**src/rtl/factor_lister.sv**
```systemverilog
// Lists the divisors 2..19 of a captured operand, one per ready/valid handshake,
// and reports how many were listed plus whether the operand is prime.
module factor_lister (
  input  logic        i_clk,
  input  logic        i_reset,
  input  logic        i_start,
  input  logic [7:0]  i_number,
  input  logic [17:0] i_factors,
  output logic [4:0]  o_div_data,
  output logic        o_div_valid,
  input  logic        i_div_ready,
  output logic        o_busy,
  output logic        o_done,
  output logic [4:0]  o_count,
  output logic        o_is_prime
);

  typedef enum logic [1:0] {S_IDLE, S_SCAN, S_EMIT, S_DONE} state_t;

  state_t      r_state, w_next_state;
  logic [7:0]  r_number, w_number;
  logic [17:0] r_factors, w_factors;
  logic [4:0]  r_idx, w_idx;
  logic        r_prime, w_prime;
  logic [4:0]  r_div_data, w_div_data;
  logic        r_div_valid, w_div_valid;
  logic        r_busy, w_busy;
  logic        r_done, w_done;
  logic [4:0]  r_count, w_count;
  logic        r_is_prime, w_is_prime;
  logic [4:0]  w_divisor;

  assign w_divisor = r_idx + 5'd2;

  // Next-state and next-output logic; every output is registered from these values.
  always_comb begin
    w_next_state = r_state;
    w_number     = r_number;
    w_factors    = r_factors;
    w_idx        = r_idx;
    w_prime      = r_prime;
    w_div_data   = r_div_data;
    w_div_valid  = r_div_valid;
    w_count      = r_count;
    w_is_prime   = r_is_prime;
    w_done       = 1'b0;
    w_busy       = 1'b0;

    case (r_state)
      S_IDLE: begin
        if (i_start) begin
          w_number     = i_number;
          w_factors    = i_factors;
          w_idx        = 5'd0;
          w_count      = 5'd0;
          w_prime      = (i_number >= 8'd2);
          w_is_prime   = 1'b0;
          w_next_state = S_SCAN;
        end
      end
      S_SCAN: begin
        if (r_factors[r_idx]) begin
          w_div_data   = w_divisor;
          w_div_valid  = 1'b1;
          w_count      = r_count + 5'd1;
          w_next_state = S_EMIT;
          // Divisors up to 15 cover every composite below 256.
          if ((r_idx <= 5'd13) && ({3'b000, w_divisor} < r_number)) begin
            w_prime = 1'b0;
          end
        end else if (r_idx == 5'd17) begin
          w_next_state = S_DONE;
        end else begin
          w_idx = r_idx + 5'd1;
        end
      end
      S_EMIT: begin
        if (i_div_ready) begin
          w_div_valid = 1'b0;
          if (r_idx == 5'd17) begin
            w_next_state = S_DONE;
          end else begin
            w_idx        = r_idx + 5'd1;
            w_next_state = S_SCAN;
          end
        end
      end
      S_DONE: begin
        w_next_state = S_IDLE;
      end
      default: begin
        w_next_state = S_IDLE;
      end
    endcase

    if (w_next_state == S_DONE) begin
      w_done     = 1'b1;
      w_is_prime = r_prime;
    end
    w_busy = (w_next_state != S_IDLE);
  end

  always_ff @(posedge i_clk) begin
    if (i_reset) begin
      r_state     <= S_IDLE;
      r_number    <= 8'd0;
      r_factors   <= 18'd0;
      r_idx       <= 5'd0;
      r_prime     <= 1'b0;
      r_div_data  <= 5'd0;
      r_div_valid <= 1'b0;
      r_busy      <= 1'b0;
      r_done      <= 1'b0;
      r_count     <= 5'd0;
      r_is_prime  <= 1'b0;
    end else begin
      r_state     <= w_next_state;
      r_number    <= w_number;
      r_factors   <= w_factors;
      r_idx       <= w_idx;
      r_prime     <= w_prime;
      r_div_data  <= w_div_data;
      r_div_valid <= w_div_valid;
      r_busy      <= w_busy;
      r_done      <= w_done;
      r_count     <= w_count;
      r_is_prime  <= w_is_prime;
    end
  end

  assign o_div_data  = r_div_data;
  assign o_div_valid = r_div_valid;
  assign o_busy      = r_busy;
  assign o_done      = r_done;
  assign o_count     = r_count;
  assign o_is_prime  = r_is_prime;

endmodule

```
**config.mk**
```make
export PLATFORM = sky130hd
export DESIGN_NAME = factor_lister
export DESIGN_NICKNAME = d
export VERILOG_FILES = /design/src/rtl/factor_lister.sv
export SDC_FILE = /design/constraint.sdc
export NUM_CORES = 1
export LEC_CHECK = 0
export CAP_MARGIN = 5
export CORE_UTILIZATION = 56
export CTS_CLUSTER_DIAMETER = 60
export DETAILED_ROUTE_END_ITERATION = 16
export PLACE_DENSITY = 0.85
export SYNTH_ARGS = -nofsm -noshare
export SYNTH_HDL_FRONTEND = slang
export SYNTH_SLANG_ARGS = --single-unit
```
**constraint.sdc**
```tcl
create_clock -name i_clk -period 4 [get_ports i_clk]
set_input_delay 0.6 -clock i_clk [delete_from_list [all_inputs] [get_ports i_clk]]
set_output_delay 0.6 -clock i_clk [all_outputs]
set_load 0.01 [all_outputs]
```
==> summary.txt, run 1 <==
Clock tree
  – CTS tree: built
  – Max Root-Sink Buffers: 2
  – Htree depth: 2
  – CTS resizes: 0
  – CTS Buf Count: 5
  – Worst skew pair latency: 0.31 ns
  – Sink Count: 48
  – Hold buffer count at cts: 0
  – Clock transition at path regs: 0.09 ns
  – # Post-CTS Setup Buffers: 0
  – CTS root buf: clkbuf_8

STA
  – Final hold viol count: 0
  – RSZ-0062 raised after global routing: false
  – Final WS setup: 1.02 ns
  – Clock Skew: about 0.0063 ns
  – WHS: 0.460 ns
  – Final period utilization: around three quarters
  – Fin crit period: 2.98 ns
  – Total negative slack: 0 ns
  – Slew @ Worst Pin: 0.867 ns
  – Rel. slew slack: a little over two fifths
  – Final setup violation count: 0
  – Fmax: around 0.34 GHz
  – Count of pins over their slew limit: 0

Placed design
  – Port Buf Inserts: 43
  – Hpwl dp: 3700 um
  – Pre-CTS WS: 1.05 ns
  – RePlAce Congestion: between 0.8 and 0.9

Synthesis
  – Top cell type by total area after synthesis: dfxtp_1
  – Post-synth EDFFs: 0
  – Synth cell count leaders: nand2_1, dfxtp_1, a21oi_1
  – Leading cell types by total area after synthesis: dfxtp_1, nand2_1, a21oi_1
  – Count leader, synth: nand2_1
  – Top-area cell type share of the netlist area: 40.2%
  – Avg Synthesized Cell Area: approximately 8 sq um
  – Synth warn: 0
  – Cell variety after synth: 48
  – Top FF cell, synth: dfxtp_1
  – Netlist Area Pre-Place: around 2400 sq um
  – Yosys reg bits: 48
  – Syn Inst Count: 292
  – Async S/R FF share, synth: 0%
  – Register area share after synthesis: 40.2%
  – Syn_nets: 335

Setup path
  – Reg-to-Reg Start: r_idx[0]$_SDFFE_PP0P_
  – CP Data Required Time: between 4 and 5 ns
  – Worst path bufs/invs: 0
  – Startpoint types: register
  – Worst path top cell family by delay: compound AO/OA/AOI/OAI gates
  – CP arrival: 3.23 ns
  – Slowest CP cell: dfxtp_1
  – Peak per-stage delay on the critical path: approximately 0.72 ns
  – CP startpoint: r_idx[0]$_SDFFE_PP0P_
  – WS Path Type: register to register
  – Crit-path cells: mux2i_1 -> nor3_1 -> o311ai_2 -> a31oi_4 -> a2111o_1 -> or4_1 -> a21oi_1
  – CP Max Fanout: 17
  – Setup crit end kind: register

Global route
  – Tot GR Track Use: 26.5%
  – Largest net degree at the start of global routing: 31
  – Vias in the first global route: 1,954
  – GRT overflow: 0
  – Initial antenna violation count: 0
  – First-pass GRT wire length: 8940 um

Routing
  – DR vias/cell: 5.63
  – DRC viols: 0
  – Avg WL per Cell: 13.7 um
  – Antenna-violating nets left: 0
  – Drt pass-1 iters: 4
  – DR vias: 2,124
  – DRT iter0 DRCs: between 150 and 200
  – Final WL: a little over 5000 um

Job
  – Max-cap violation count: 0

Floorplan
  – Die W: 67.3 um
  – Die H: 67.3 um
  – Die footprint: around 4500 sq um
  – Placeable Area: 4060 sq um
  – Initial Utilization: roughly three fifths
  – Row cnt: 23
  – Number of I/O pins: 44

Power
  – Leak pwr: 1.08 nW
  – Maximum VDD drop: 0.273 mV
  – Pwr/cell area: 470 nW/um^2

Status
  – Outcome: complete, no violations

Hold path
  – Hold wc startpoint: r_number[0]$_SDFFE_PP0P_
  – HP Class: register to register

Final layout
  – Final #Nets: 369
  – Area delta synth->final: 22.7%
  – Layout cell share with drive strength beyond 1: ~5.2%
  – N_diodes: 0
## path summary, 6_finish.rpt
check                                           endpoint  slack, ns  depth (start not counted)
worst max-delay path               r_idx[4]$_SDFFE_PP0P_       1.02                          7
worst min-delay path            r_number[0]$_SDFFE_PP0P_       0.46                          2
worst max register to register     r_idx[4]$_SDFFE_PP0P_       1.02                          7
worst min register to register  r_number[0]$_SDFFE_PP0P_       0.46                          2
## tightest hold or removal path: cells and delay by family, from the launching register on
family / cells / cell delay (ns)
AOI/OAI and AO/OA: 1 / 0.05
DFF: 1 / 0.32
and+or+nand+nor: 1 / 0.05
## state kept, by name (all words and copies together), names as in the netlist
register and flops:
r_factors 18, r_prime 1, r_idx 5, r_number 8, o_busy 1, o_count 5, o_done 1, o_is_prime 1
r_state 2, o_div_data 5, o_div_valid 1
## routing by layer
metal / wire length [um] / track usage [%] / part of all wire (%) / vias to the layer above
met1: 2380 / 33.3 / 46 / 984
met3: 234 / 5.57 / 4.5 / 5
met2: 2500 / 43.6 / 48 / 53
met5: 0 / 0 / 0 / -
li1: - / - / - / 1082
met4: 68 / 10.9 / 1.3 / 0
## layout by cell type (no fill, tap or decap), drive strengths merged, types with 3 or more instances in the layout
cell type      Yosys  final
nand3              7      7
or4                4      4
o21ai             12     12
inv               17     17
xor2               3      3
clkbuf            14      5
clkdlybuf4s50      0     43
o41ai              3      3
a21oi             39     39
dfxtp             48     48
nand2             60     60
ha                13     13
nor2              15     15
mux2i             10     10
## cell families after synthesis
family,Yosys count,share of synthesized area (%)
simple gates,104,19.5
compound gates,75,20.1
mux,13,6.08
xor+xnor,4,1.47
flops,48,40.2
buf+inv,35,5.87
fa+ha+maj,13,6.81
## area by class of cell
cell class | count | area [sq um]
multi-input cells | 209 | 1290
fillers | 315 | 1130
flip-flops and latches | 48 | 961
repair buffers | 45 | 445
clock buffers | 5 | 68.8
inverters | 17 | 63.8
well taps | 50 | 62.6
clock inverters | 3 | 42.5
## per-stage QoR
stage | power [mW] | cells | area, sq um | util, %
floorplan | 0.888 | 292 | 2390 | -
global placement | 1.02 | 369 | 2820 | 69.5
detailed placement | 1.03 | 369 | 2820 | 69.5
CTS | 1.38 | 377 | 2930 | 72.2
global route | 1.47 | 377 | 2930 | 72.2
finish | 1.38 | 377 | 2930 | 72.2
## power by group
group	total, mW	switching [mW]	internal, mW
combinational	0.432	0.252	0.180
sequential	0.591	0.0533	0.538
clock	0.354	0.169	0.185
No activity file was read; power rests on OpenSTA's default activity.
==> inputs of run 2 (changes only) <==
--- a/config.mk
+++ b/config.mk
@@ -6,10 +6,10 @@
 export NUM_CORES = 1
 export LEC_CHECK = 0
 export CAP_MARGIN = 5
-export CORE_UTILIZATION = 56
+export CORE_UTILIZATION = 52
 export CTS_CLUSTER_DIAMETER = 60
 export DETAILED_ROUTE_END_ITERATION = 16
-export PLACE_DENSITY = 0.85
+export PLACE_DENSITY = 0.79
 export SYNTH_ARGS = -nofsm -noshare
 export SYNTH_HDL_FRONTEND = slang
 export SYNTH_SLANG_ARGS = --single-unit
==> constraint.sdc (replaced) <==
create_clock -name i_clk -period 3.1 [get_ports i_clk]
set_input_delay 0.465 -clock i_clk [delete_from_list [all_inputs] [get_ports i_clk]]
set_output_delay 0.465 -clock i_clk [all_outputs]
set_load 0.01 [all_outputs]
==> summary.txt, run 2 (synthesis results as in run 1) <==
Setup path
  – WS Path Type: register to register
  – Worst path bufs/invs: 0
  – Peak per-stage delay on the critical path: 0.58 ns
  – CP arrival: between 2 and 3 ns
  – Worst path top cell family by delay: compound AO/OA/AOI/OAI gates
  – Slowest CP cell: dfxtp_1
  – Startpoint types: register
  – Crit-path cells: mux2i_1 -> o32ai_1 -> o311ai_2 -> a31oi_4 -> a2111o_1 -> or4_1 -> a21oi_1
  – CP Data Required Time: 3.34 ns
  – CP Max Fanout: 11
  – Setup crit end kind: register

Placed design
  – Hpwl dp: 4040 um
  – Port Buf Inserts: 43
  – Placed instance area: 2880 sq um
  – RePlAce Congestion: 0.861

Clock tree
  – CTS resizes: 0
  – Sink Count: 48
  – CTS Buf Count: 5
  – CTS root buf: clkbuf_8
  – # Post-CTS Setup Buffers: 0
  – CTS tree: built
  – Max Root-Sink Buffers: 2
  – Hold buffer count at cts: 0
  – Worst skew pair latency: approximately 0.31 ns
  – Htree depth: 2
  – Clock transition at path regs: 0.09 ns

Routing
  – DR vias: 2,189
  – Drt pass-1 iters: 4
  – Avg WL per Cell: 13.9 um
  – DR vias/cell: between 5 and 6
  – Final WL: 5390 um
  – DRT iter0 DRCs: a little under 100
  – Antenna-violating nets left: 0
  – DRC viols: 0

Global route
  – First-pass GRT wire length: 9630 um
  – Tot GR Track Use: 24.7%
  – Largest net degree at the start of global routing: 30
  – GRT overflow: 0
  – Initial antenna violation count: 0
  – Vias in the first global route: approximately 2,100

STA
  – Clock Skew: between 0.006 and 0.007 ns
  – Final setup violation count: 0
  – Final period utilization: 88.1%
  – Count of pins over their slew limit: 0
  – WHS: between 0.4 and 0.5 ns
  – RSZ-0062 raised after global routing: false
  – Total negative slack: 0 ns
  – Final hold viol count: 0
  – Rel. slew slack: a little under three fifths
  – Fmax: between 0.3 and 0.4 GHz
  – Fin crit period: 2.73 ns
  – Slew @ Worst Pin: 0.644 ns

Floorplan
  – Die footprint: between 4000 and 5000 sq um
  – Die W: 69.8 um
  – Placeable Area: 4380 sq um
  – Number of I/O pins: 44
  – Die H: 69.8 um
  – Row cnt: 24
  – Initial Utilization: 54.5%

Final layout
  – Most frequent cells in the layout: nand2_1, dfxtp_1, clkdlybuf4s50_1
  – Top flop regs: r_factors x18, r_number x8
  – Final instance area: 2980 sq um
  – Final #Nets: 377
  – Area delta synth->final: 24.6%
  – Layout cell share with drive strength beyond 1: around 7.2%
  – Fin util: 67.9%
  – Most common cell after layout, fill and taps aside: nand2_1
  – Biggest register: r_factors
  – N_diodes: 0
  – Max reg flops: 18

Power
  – Leak pwr: between 1 and 1.5 nW
  – Maximum VDD drop: roughly 0.30 mV
  – Pwr/cell area: just under 600 nW/um^2
  – Power consumption: 1.73 mW

Hold path
  – HP Class: register to register

Job
  – Max-cap violation count: 0

Status
  – Outcome: complete, no violations
==> run 2: changes by cell type in the layout (fill, tap and decap cells not counted) <==
cell,change
clkinv_2,-1
clkbuf_8,+1
clkbuf_1,+1
buf_4,+8
bufinv_16,-1
==> run 2: where the power goes <==
part	switching [mW]	internal, mW
sequential	0.0605	0.694
combinational	0.337	0.254
clock	0.206	0.181
==> run 2: stage by stage <==
| step | instances | setup slack (ns) |
|---|---|---|
| 3_3_place_gp | 379 | 0.515 |
| 6_report | 387 | 0.370 |
| 3_5_place_dp | 379 | 0.395 |
| 5_1_grt | 387 | 0.205 |
| 4_1_cts | 387 | 0.372 |
| 2_1_floorplan | 292 | 0.526 |
==> run 2: worst reg2reg max path, cell delays in order, from the launching register on <==
cell      delay [ns]
dfxtp_1         0.58
mux2i_1         0.26
o32ai_1         0.11
o311ai_2        0.40
a31oi_4         0.15
a2111o_1        0.52
or4_1           0.50
a21oi_1         0.15
==> run 2: area by class of cell <==
class | instances | area (sq um)
Fill cell | 386 | 1410
Sequential cell | 48 | 961
Clock buffer | 7 | 86.3
Clock inverter | 1 | 7.51
Multi-Input combinational cell | 209 | 1290
Tap cell | 52 | 65.1
Inverter | 17 | 63.8
Timing Repair Buffer | 53 | 505
==> run 2: final timing paths <==
path,startpoint,endpoint,slack [ns],cells after the start
min reg2reg,r_number[3]$_SDFFE_PP0P_,r_number[3]$_SDFFE_PP0P_,0.47,2
max reg2reg,r_idx[0]$_SDFFE_PP0P_,r_idx[4]$_SDFFE_PP0P_,0.37,7
max,r_idx[0]$_SDFFE_PP0P_,r_idx[4]$_SDFFE_PP0P_,0.37,7
min,r_number[3]$_SDFFE_PP0P_,r_number[3]$_SDFFE_PP0P_,0.47,2
==> run 2: metal layers <==
layer / up-vias / GRT usage, % / routed length (um)
li1: 1093 / - / -
met1: 999 / 29.8 / 2300
met2: 77 / 41.6 / 2610
met3: 20 / 6.25 / 340
met4: 0 / 10.2 / 140
met5: - / 0 / 0
==> inputs of run 3 (changes only) <==
--- a/config.mk
+++ b/config.mk
@@ -6,10 +6,12 @@
 export NUM_CORES = 1
 export LEC_CHECK = 0
 export CAP_MARGIN = 5
-export CORE_UTILIZATION = 52
+export CORE_MARGIN = 10
+export CORE_UTILIZATION = 54
+export CTS_BUF_LIST = sky130_fd_sc_hd__clkbuf_2
 export CTS_CLUSTER_DIAMETER = 60
 export DETAILED_ROUTE_END_ITERATION = 16
-export PLACE_DENSITY = 0.79
+export PLACE_DENSITY = 0.82
 export SYNTH_ARGS = -nofsm -noshare
 export SYNTH_HDL_FRONTEND = slang
 export SYNTH_SLANG_ARGS = --single-unit
==> summary.txt, run 3 (synthesis results as in run 1) <==
Status
  – Outcome: complete, no violations

Setup path
  – Slowest CP cell: nor4bb_1
  – Reg-to-Reg Start: r_idx[1]$_SDFFE_PP0P_
  – CP arrival: 3.17 ns
  – Startpoint types: register
  – CP Data Required Time: roughly 3.4 ns
  – CP startpoint: r_idx[1]$_SDFFE_PP0P_
  – WS Path Type: register to register
  – CP Max Fanout: 12
  – Crit-path cells: inv_1 -> ha_1 -> nor4bb_1 -> mux2_2 -> a21oi_1 -> o21ai_0 -> o31ai_1 -> buf_4 -> o2111ai_1 -> o41ai_1
  – Peak per-stage delay on the critical path: between 0.6 and 0.7 ns
  – Setup crit end kind: register

Hold path
  – Hold wc startpoint: r_number[2]$_SDFFE_PP0P_
  – HP Class: register to register

Floorplan
  – Row cnt: 24
  – Die W: ~87 um
  – Number of I/O pins: 44
  – Placeable Area: 4320 sq um
  – Initial Utilization: 55.2%
  – Die footprint: 7480 sq um
  – Die H: approximately 87 um

Routing
  – Antenna-violating nets left: 0
  – DR vias/cell: between 5 and 6
  – DRC viols: 0
  – Drt pass-1 iters: 4
  – DRT iter0 DRCs: between 100 and 150
  – DR vias: 2,137
  – Avg WL per Cell: 14.5 um
  – Final WL: 5520 um

Clock tree
  – CTS tree: built
  – Worst skew pair latency: 0.41 ns
  – # Post-CTS Setup Buffers: 0
  – Max Root-Sink Buffers: 2
  – CTS resizes: 0
  – Htree depth: 2
  – Clock transition at path regs: 0.22 ns
  – CTS Buf Count: 5
  – CTS root buf: clkbuf_2
  – Sink Count: 48
  – Hold buffer count at cts: 0

Final layout
  – N_diodes: 0
  – Most common cell after layout, fill and taps aside: nand2_1
  – Layout cell share with drive strength beyond 1: 5.78%
  – Area delta synth->final: 21.7%
  – Most frequent cells in the layout: nand2_1, dfxtp_1, clkdlybuf4s50_1
  – Max reg flops: 18
  – Biggest register: r_factors
  – Fin util: between 60% and 70%
  – Final #Nets: 373
  – Top flop regs: r_factors x18, r_number x8

STA
  – Final hold viol count: 0
  – Count of pins over their slew limit: 0
  – Final WS setup: 0.242 ns
  – RSZ-0062 raised after global routing: false
  – Rel. slew slack: 43.5%
  – Clock Skew: 0.0149 ns
  – Final setup violation count: 0
  – Final period utilization: 92.2%
  – Fin crit period: 2.86 ns
  – Slew @ Worst Pin: 0.848 ns
  – Total negative slack: 0 ns
  – Fmax: 0.350 GHz

Placed design
  – Port Buf Inserts: 43
  – Pre-CTS WS: 0.286 ns
  – RePlAce Congestion: 0.869
  – Hpwl dp: 4190 um

Power
  – Maximum VDD drop: 0.338 mV
  – Power consumption: 1.65 mW
  – Leak pwr: 1.08 nW
  – Pwr/cell area: 567 nW/um^2

Global route
  – Largest net degree at the start of global routing: 30
  – Tot GR Track Use: 15.5%
  – First-pass GRT wire length: around 9800 um
  – Vias in the first global route: ~2,200
  – Initial antenna violation count: 0
  – GRT overflow: 0

Job
  – Max-cap violation count: 0
## run 3: cell types whose count changed in the layout (fill, tap and decap cells not counted)
cell	change
buf_4	-4
bufinv_16	+1
clkbuf_1	-1
clkbuf_2	+5
clkbuf_8	-6
clkinvlp_4	-1
## run 3: metal layers
| metal | vias to the layer above | global-route usage (%) | part of all wire [%] |
|---|---|---|---|
| met5 | - | 0 | 0 |
| met4 | 0 | 4.12 | 0.96 |
| met3 | 5 | 3.47 | 4.1 |
| met2 | 40 | 26.9 | 50 |
| met1 | 1005 | 18.7 | 45 |
| li1 | 1087 | - | - |
## run 3: report_power, final
group / total, mW / internal (mW) / leakage [nW] / switching, mW
combinational: 0.585 / 0.245 / 0.653 / 0.341
sequential: 0.754 / 0.695 / 0.392 / 0.0595
clock: 0.310 / 0.128 / 0.0349 / 0.182
total: 1.65 / 1.07 / 1.08 / 0.582
## run 3: cell type report
class / instances / area (sq um)
Tap cell: 52 / 65.1
Timing Repair Buffer: 49 / 475
Inverter: 17 / 63.8
Fill cell: 392 / 1420
Multi-Input combinational cell: 209 / 1290
Sequential cell: 48 / 961
Clock inverter: 1 / 30.0
Clock buffer: 5 / 25.0
## run 3: worst max-delay path, delay by kind of cell (launching register included)
family / cells / cell delay, ns
adder cells (fa/ha/maj): 1 / 0.20
AND/OR/NAND/NOR: 1 / 0.66
buffers and inverters: 2 / 0.41
AO/OA/AOI/OAI: 5 / 0.68
multiplexers: 1 / 0.29
flip-flops: 1 / 0.52
## run 3: metrics by stage
stage	cells	hold slack (ns)	cell area, sq um
2_1_floorplan	292	0.433	2390
3_3_place_gp	375	0.443	2850
3_5_place_dp	375	0.449	2850
4_1_cts	381	0.472	2910
5_1_grt	381	0.498	2910
6_report	381	0.472	2910
## run 3: final timing paths
check | end | slack, ns | cells past startpoint
worst max-delay path | o_is_prime$_SDFFE_PP0P_ | 0.24 | 10
worst min-delay path | r_number[2]$_SDFFE_PP0P_ | 0.47 | 2
worst max register to register | o_is_prime$_SDFFE_PP0P_ | 0.24 | 10
worst min register to register | r_number[2]$_SDFFE_PP0P_ | 0.47 | 2
